<file path="config.mk">
export PLATFORM = sky130hd
export DESIGN_NAME = iomem_host_bridge
export DESIGN_NICKNAME = d
export VERILOG_FILES = /design/src/rtl/iomem_host_bridge.sv
export SDC_FILE = /design/constraint.sdc
export NUM_CORES = 1
export LEC_CHECK = 0
export CAP_MARGIN = 20
export CORE_MARGIN = 1.5
export CORE_UTILIZATION = 50
export DETAILED_ROUTE_END_ITERATION = 8
export HOLD_SLACK_MARGIN = 0.1
export PLACE_DENSITY = 0.93
export SYNTH_ARGS = -nofsm -noshare
export SYNTH_HDL_FRONTEND = slang
export SYNTH_SLANG_ARGS = --single-unit
</file>
<file path="constraint.sdc">
create_clock -name clk -period 3.6 [get_ports clk]
set_clock_uncertainty 0.15 [all_clocks]
set_input_delay 0.36 -clock clk [delete_from_list [all_inputs] [get_ports clk]]
set_output_delay 0.36 -clock clk [all_outputs]
set_load 0.02 [all_outputs]
</file>
<file path="src/rtl/iomem_host_bridge.sv">
`timescale 1ns/1ps
// iomem_host_bridge: byte-stream command interface to a 32-bit iomem initiator.
// Command: CMD byte (bit7 = write, bits3:0 = wstrb), 4 address bytes MSB first,
// then 4 data bytes MSB first for writes. Response: one status byte, followed by
// 4 read-data bytes MSB first for a successful read.
// Optional feature: define IOMEM_BRIDGE_TIMEOUT_EN to abort a bus cycle after
// TIMEOUT_CYCLES cycles without iomem_ready (status 0xEE).
module iomem_host_bridge #(
    parameter int unsigned TIMEOUT_CYCLES = 255
) (
    input  logic        clk,
    input  logic        reset,
    input  logic [7:0]  rx_data,
    input  logic        rx_valid,
    output logic        rx_ready,
    output logic [7:0]  tx_data,
    output logic        tx_valid,
    input  logic        tx_ready,
    output logic        iomem_valid,
    input  logic        iomem_ready,
    output logic [3:0]  iomem_wstrb,
    output logic [31:0] iomem_addr,
    output logic [31:0] iomem_wdata,
    input  logic [31:0] iomem_rdata,
    output logic        busy
);

    localparam logic [2:0] S_IDLE = 3'd0;
    localparam logic [2:0] S_ADDR = 3'd1;
    localparam logic [2:0] S_DATA = 3'd2;
    localparam logic [2:0] S_BUS  = 3'd3;
    localparam logic [2:0] S_STAT = 3'd4;
    localparam logic [2:0] S_RDAT = 3'd5;

    localparam logic [7:0] ST_OK     = 8'h00;
    localparam logic [7:0] ST_NOSTRB = 8'h01;
`ifdef IOMEM_BRIDGE_TIMEOUT_EN
    localparam logic [7:0] ST_TMO    = 8'hEE;
    localparam logic [15:0] TMO_LIMIT = 16'(TIMEOUT_CYCLES);
`endif

    logic [2:0]  state_q,  state_d;
    logic        write_q,  write_d;
    logic [3:0]  strb_q,   strb_d;
    logic [31:0] addr_q,   addr_d;
    logic [31:0] wdata_q,  wdata_d;
    logic [31:0] rdata_q,  rdata_d;
    logic [1:0]  idx_q,    idx_d;
    logic [7:0]  status_q, status_d;
`ifdef IOMEM_BRIDGE_TIMEOUT_EN
    logic [15:0] tmo_q,    tmo_d;
`else
    logic [15:0] unused_tmo_cfg;
    assign unused_tmo_cfg = 16'(TIMEOUT_CYCLES);
`endif

    logic rx_fire;
    logic tx_fire;

    // Handshake-visible outputs decoded from the current state
    always_comb begin
        rx_ready    = (state_q == S_IDLE) || (state_q == S_ADDR) || (state_q == S_DATA);
        tx_valid    = (state_q == S_STAT) || (state_q == S_RDAT);
        iomem_valid = (state_q == S_BUS);
        busy        = (state_q != S_IDLE);
        iomem_addr  = {addr_q[31:2], 2'b00};
        iomem_wdata = wdata_q;
        iomem_wstrb = (iomem_valid && write_q) ? strb_q : 4'b0000;
        rx_fire     = rx_valid && rx_ready;
        tx_fire     = tx_valid && tx_ready;
        tx_data     = 8'h00;
        if (state_q == S_STAT) begin
            tx_data = status_q;
        end else if (state_q == S_RDAT) begin
            case (idx_q)
                2'd0:    tx_data = rdata_q[31:24];
                2'd1:    tx_data = rdata_q[23:16];
                2'd2:    tx_data = rdata_q[15:8];
                default: tx_data = rdata_q[7:0];
            endcase
        end
    end

    // Command parsing, bus cycle and response sequencing
    always_comb begin
        state_d  = state_q;
        write_d  = write_q;
        strb_d   = strb_q;
        addr_d   = addr_q;
        wdata_d  = wdata_q;
        rdata_d  = rdata_q;
        idx_d    = idx_q;
        status_d = status_q;
`ifdef IOMEM_BRIDGE_TIMEOUT_EN
        tmo_d    = '0;
`endif
        case (state_q)
            S_IDLE: begin
                if (rx_fire) begin
                    write_d = rx_data[7];
                    strb_d  = rx_data[3:0];
                    idx_d   = 2'd0;
                    state_d = S_ADDR;
                end
            end
            S_ADDR: begin
                if (rx_fire) begin
                    addr_d = {addr_q[23:0], rx_data};
                    if (idx_q == 2'd3) begin
                        idx_d   = 2'd0;
                        state_d = write_q ? S_DATA : S_BUS;
                    end else begin
                        idx_d = idx_q + 2'd1;
                    end
                end
            end
            S_DATA: begin
                if (rx_fire) begin
                    wdata_d = {wdata_q[23:0], rx_data};
                    if (idx_q == 2'd3) begin
                        idx_d = 2'd0;
                        // A write with no byte lanes enabled never touches the bus
                        if (strb_q == 4'b0000) begin
                            status_d = ST_NOSTRB;
                            state_d  = S_STAT;
                        end else begin
                            state_d = S_BUS;
                        end
                    end else begin
                        idx_d = idx_q + 2'd1;
                    end
                end
            end
            S_BUS: begin
                if (iomem_ready) begin
                    rdata_d  = iomem_rdata;
                    status_d = ST_OK;
                    state_d  = S_STAT;
`ifdef IOMEM_BRIDGE_TIMEOUT_EN
                end else if (tmo_q == TMO_LIMIT) begin
                    status_d = ST_TMO;
                    state_d  = S_STAT;
                end else begin
                    tmo_d = tmo_q + 16'd1;
`endif
                end
            end
            S_STAT: begin
                if (tx_fire) begin
                    idx_d   = 2'd0;
                    state_d = (!write_q && status_q == ST_OK) ? S_RDAT : S_IDLE;
                end
            end
            S_RDAT: begin
                if (tx_fire) begin
                    if (idx_q == 2'd3) begin
                        idx_d   = 2'd0;
                        state_d = S_IDLE;
                    end else begin
                        idx_d = idx_q + 2'd1;
                    end
                end
            end
            default: begin
                state_d = S_IDLE;
            end
        endcase
    end

    // State registers with synchronous reset
    always_ff @(posedge clk) begin
        if (reset) begin
            state_q  <= S_IDLE;
            write_q  <= 1'b0;
            strb_q   <= '0;
            addr_q   <= '0;
            wdata_q  <= '0;
            rdata_q  <= '0;
            idx_q    <= '0;
            status_q <= '0;
`ifdef IOMEM_BRIDGE_TIMEOUT_EN
            tmo_q    <= '0;
`endif
        end else begin
            state_q  <= state_d;
            write_q  <= write_d;
            strb_q   <= strb_d;
            addr_q   <= addr_d;
            wdata_q  <= wdata_d;
            rdata_q  <= rdata_d;
            idx_q    <= idx_d;
            status_q <= status_d;
`ifdef IOMEM_BRIDGE_TIMEOUT_EN
            tmo_q    <= tmo_d;
`endif
        end
    end

endmodule

</file>
==> out/results.txt <==
crit path launch type = flop
Via-to-Cell Ratio = 5.312
VDD IR max = 302.2 uV
share of flip-flops with an asynchronous set or reset = 0%
WHS = 0.3071 ns
Net Sw Frac = 29.44%
Final #Nets = 693
Int Pwr = 1.666 mW
Initial Utilization = 51.76%
total negative slack = 0 ns
drt total wl = 10960 um
# rows = 34
DP HPWL = 7874 um
FF+latch count, synth = 107
DRC viols = 0
Seq. cell area = 2142 um^2
Clk pwr share = 26.4%
Max Freq = 0.3287 GHz
CP max FO = 8
Critical Path, Cell by Cell = inv_1, ha_1, a222oi_1, nor2_1, a21oi_1, nor2_1, clkdlybuf4s50_1
NetSw = 0.6951 mW
max incr delay on CP = 0.56 ns
Slew Viols, Final = 0
initial antenna violation count = 0
global-route wire length before repair = 18110 um
vias in the first global route = 3828
final hold vios = 0
CTS tree = yes
post-synth cell types = 40
commonest non-fill, non-tap cell in the layout = nand2_1
core area = 8763 um^2
Die Y = 98.24 um
Flop pwr share = 54.7%
Crit Path Category = flop to primary output
Tot Pwr = 2.361 mW
power per standard cell area = 419.6 nW/um^2
EDFF count, synth = 0
sequential area share after synthesis = 47.23%
worst slew pin tran = 1.089 ns
Port-buffer cells = 122
unrepaired setup endpoints after global routing = no
total number of vias = 4005
most frequent cells in the layout = nand2_1 (198), clkdlybuf4s50_1 (121), dfxtp_1 (107)
Yosys warning total = 0
Worst-path clk slew = 0.09 ns
ant diodes = 0
max_cap viols = 0
DIE WIDTH = 98.24 um
H-tree depth = 3
pin count of the biggest net entering global routing = 62
Placed Area = 5472 um^2
synthesized cell area = 4536 um^2
P_leak = 1.873 nW
dominant synthesized flop cell = dfxtp_1
Area growth, synth to finish = 24.08%
Synth Instances = 576
final cell area excluding filler cells = 5628 um^2
Clock Latency Late Sink = 0.35 ns
Hold Crit Class = flop to flop
clk buf depth = 2
slowest CP cell = clkdlybuf4s50_1
CTS root buf = clkbuf_8
GR Util All Layers = 22.72%
Critical Path AT = 2.53 ns
Largest delay share family, worst path = buffers and inverters
CP Buf/Inv Count = 2
combinational group share of total power = 18.9%
Iter 0 DRT Violations = 267
Worst slew margin = 27.41%
CTS Sinks = 107
# hold bufs at CTS = 0
outcome = complete, no violations
Overflow after GRT = 0
I/O pin count = 125
WL/cell = 14.53 um
post-CTS sizing = 0
iteration count of the initial detailed-routing pass = 6
final setup vio count = 0
area occupied by multi-input gates = 1916 um^2
routability cong. = 0.9579
filler instances = 726
DRT antenna net count = 0
CTS Buf Count = 9
Crit. End Element = primary output
Critical Path RT = 3.09 ns
die footprint = 9651 um^2
post-route minimum period = 3.042 ns
most frequent CP cell = nor2_1
Tcrit/Tclk final = 84.51%
Mean Syn Cell Area = 7.874 um^2
# Post-CTS Setup Buffers = 0
share of cells above drive strength 1 = 4.489%
[logic make-up (layout without fill, tap and decap cells)]
logic type               after synthesis  in the layout  synth area share [%]
AND/OR/NAND/NOR                      249            249                 22.68
AO/OA/AOI/OAI                        127            127                 15.81
flip-flops                           107            107                 47.23
buffers and inverters                 77            146                 10.62
multiplexers                          10             10                 2.207
adder cells (fa/ha/maj)                5              5                 1.379
other                                  1              2               0.08268
[per-stage QoR]
step           std cells  worst slack [ns]  utilization, %
4_1_cts              754            0.5788           64.22
3_5_place_dp         740            0.9750           62.44
3_3_place_gp         740             1.090           62.44
5_1_grt              754            0.4050           64.22
6_report             754            0.5575           64.22
2_1_floorplan        577             1.646               -
[area by class of cell]
class                      instances  area share (%)
clock inverter                     4          0.5113
tap                              108           2.401
inverter                           4          0.2668
multi-input combinational        393           34.04
sequential                       107           38.06
timing repair buffer             128           22.45
clock buffer                      10           2.268
[synthesized netlist by cell type, types with 2 or more instances]
cell,number,share of area [%]
nand2_1,198,16
dfxtp_1,107,47
a21oi_1,104,11
buf_4,35,5.8
nor2_1,23,1.9
clkbuf_1,19,1.6
buf_2,13,1.4
mux2i_1,10,2.2
a222oi_1,8,1.8
buf_6,6,1.5
and2_1,5,0.69
ha_1,5,1.4
inv_1,4,0.33
nand2b_1,4,0.55
nand3_1,4,0.44
a21oi_2,3,0.58
and3_1,3,0.41
a211oi_1,2,0.33
o21ai_0,2,0.22
[registers in the layout (all words and copies together), names as in the netlist]
signal       cells
addr_q          32
idx_q            2
iomem_wdata     32
rdata_q         32
state_q          3
status_q         1
strb_q           4
write_q          1
[power by group through the flow]
stage	combinational, mW	clock (mW)	sequential, mW
floorplan	0.353	0	1.28
global placement	0.429	0	1.31
detailed placement	0.442	0	1.32
CTS	0.445	0.640	1.29
global route	0.484	0.687	1.30
finish	0.447	0.622	1.29
[routing by layer]
metal	vias up	routed length (um)	track usage, %
met4	0	259	9.209
li1	1983	-	-
met2	150	5299	37.61
met5	-	0	0
met3	22	590	3.364
met1	1850	4807	29.87
[final timing paths]
kind              start  slack, ns  cells after the start     endpoint
max            idx_q[0]       0.56                      7   tx_data[5]
min          addr_q[25]       0.31                      2   addr_q[25]
max reg2reg  state_q[1]       1.08                      4  rdata_q[30]
min reg2reg  addr_q[25]       0.31                      2   addr_q[25]
[worst register-to-register path, delay by kind of cell, from the launching register on]
family             cells  cell delay (ns)
DFF                    1             0.53
and+or+nand+nor        3             1.59
AOI/OAI and AO/OA      1             0.18
Power figures use the tool's default switching activity.
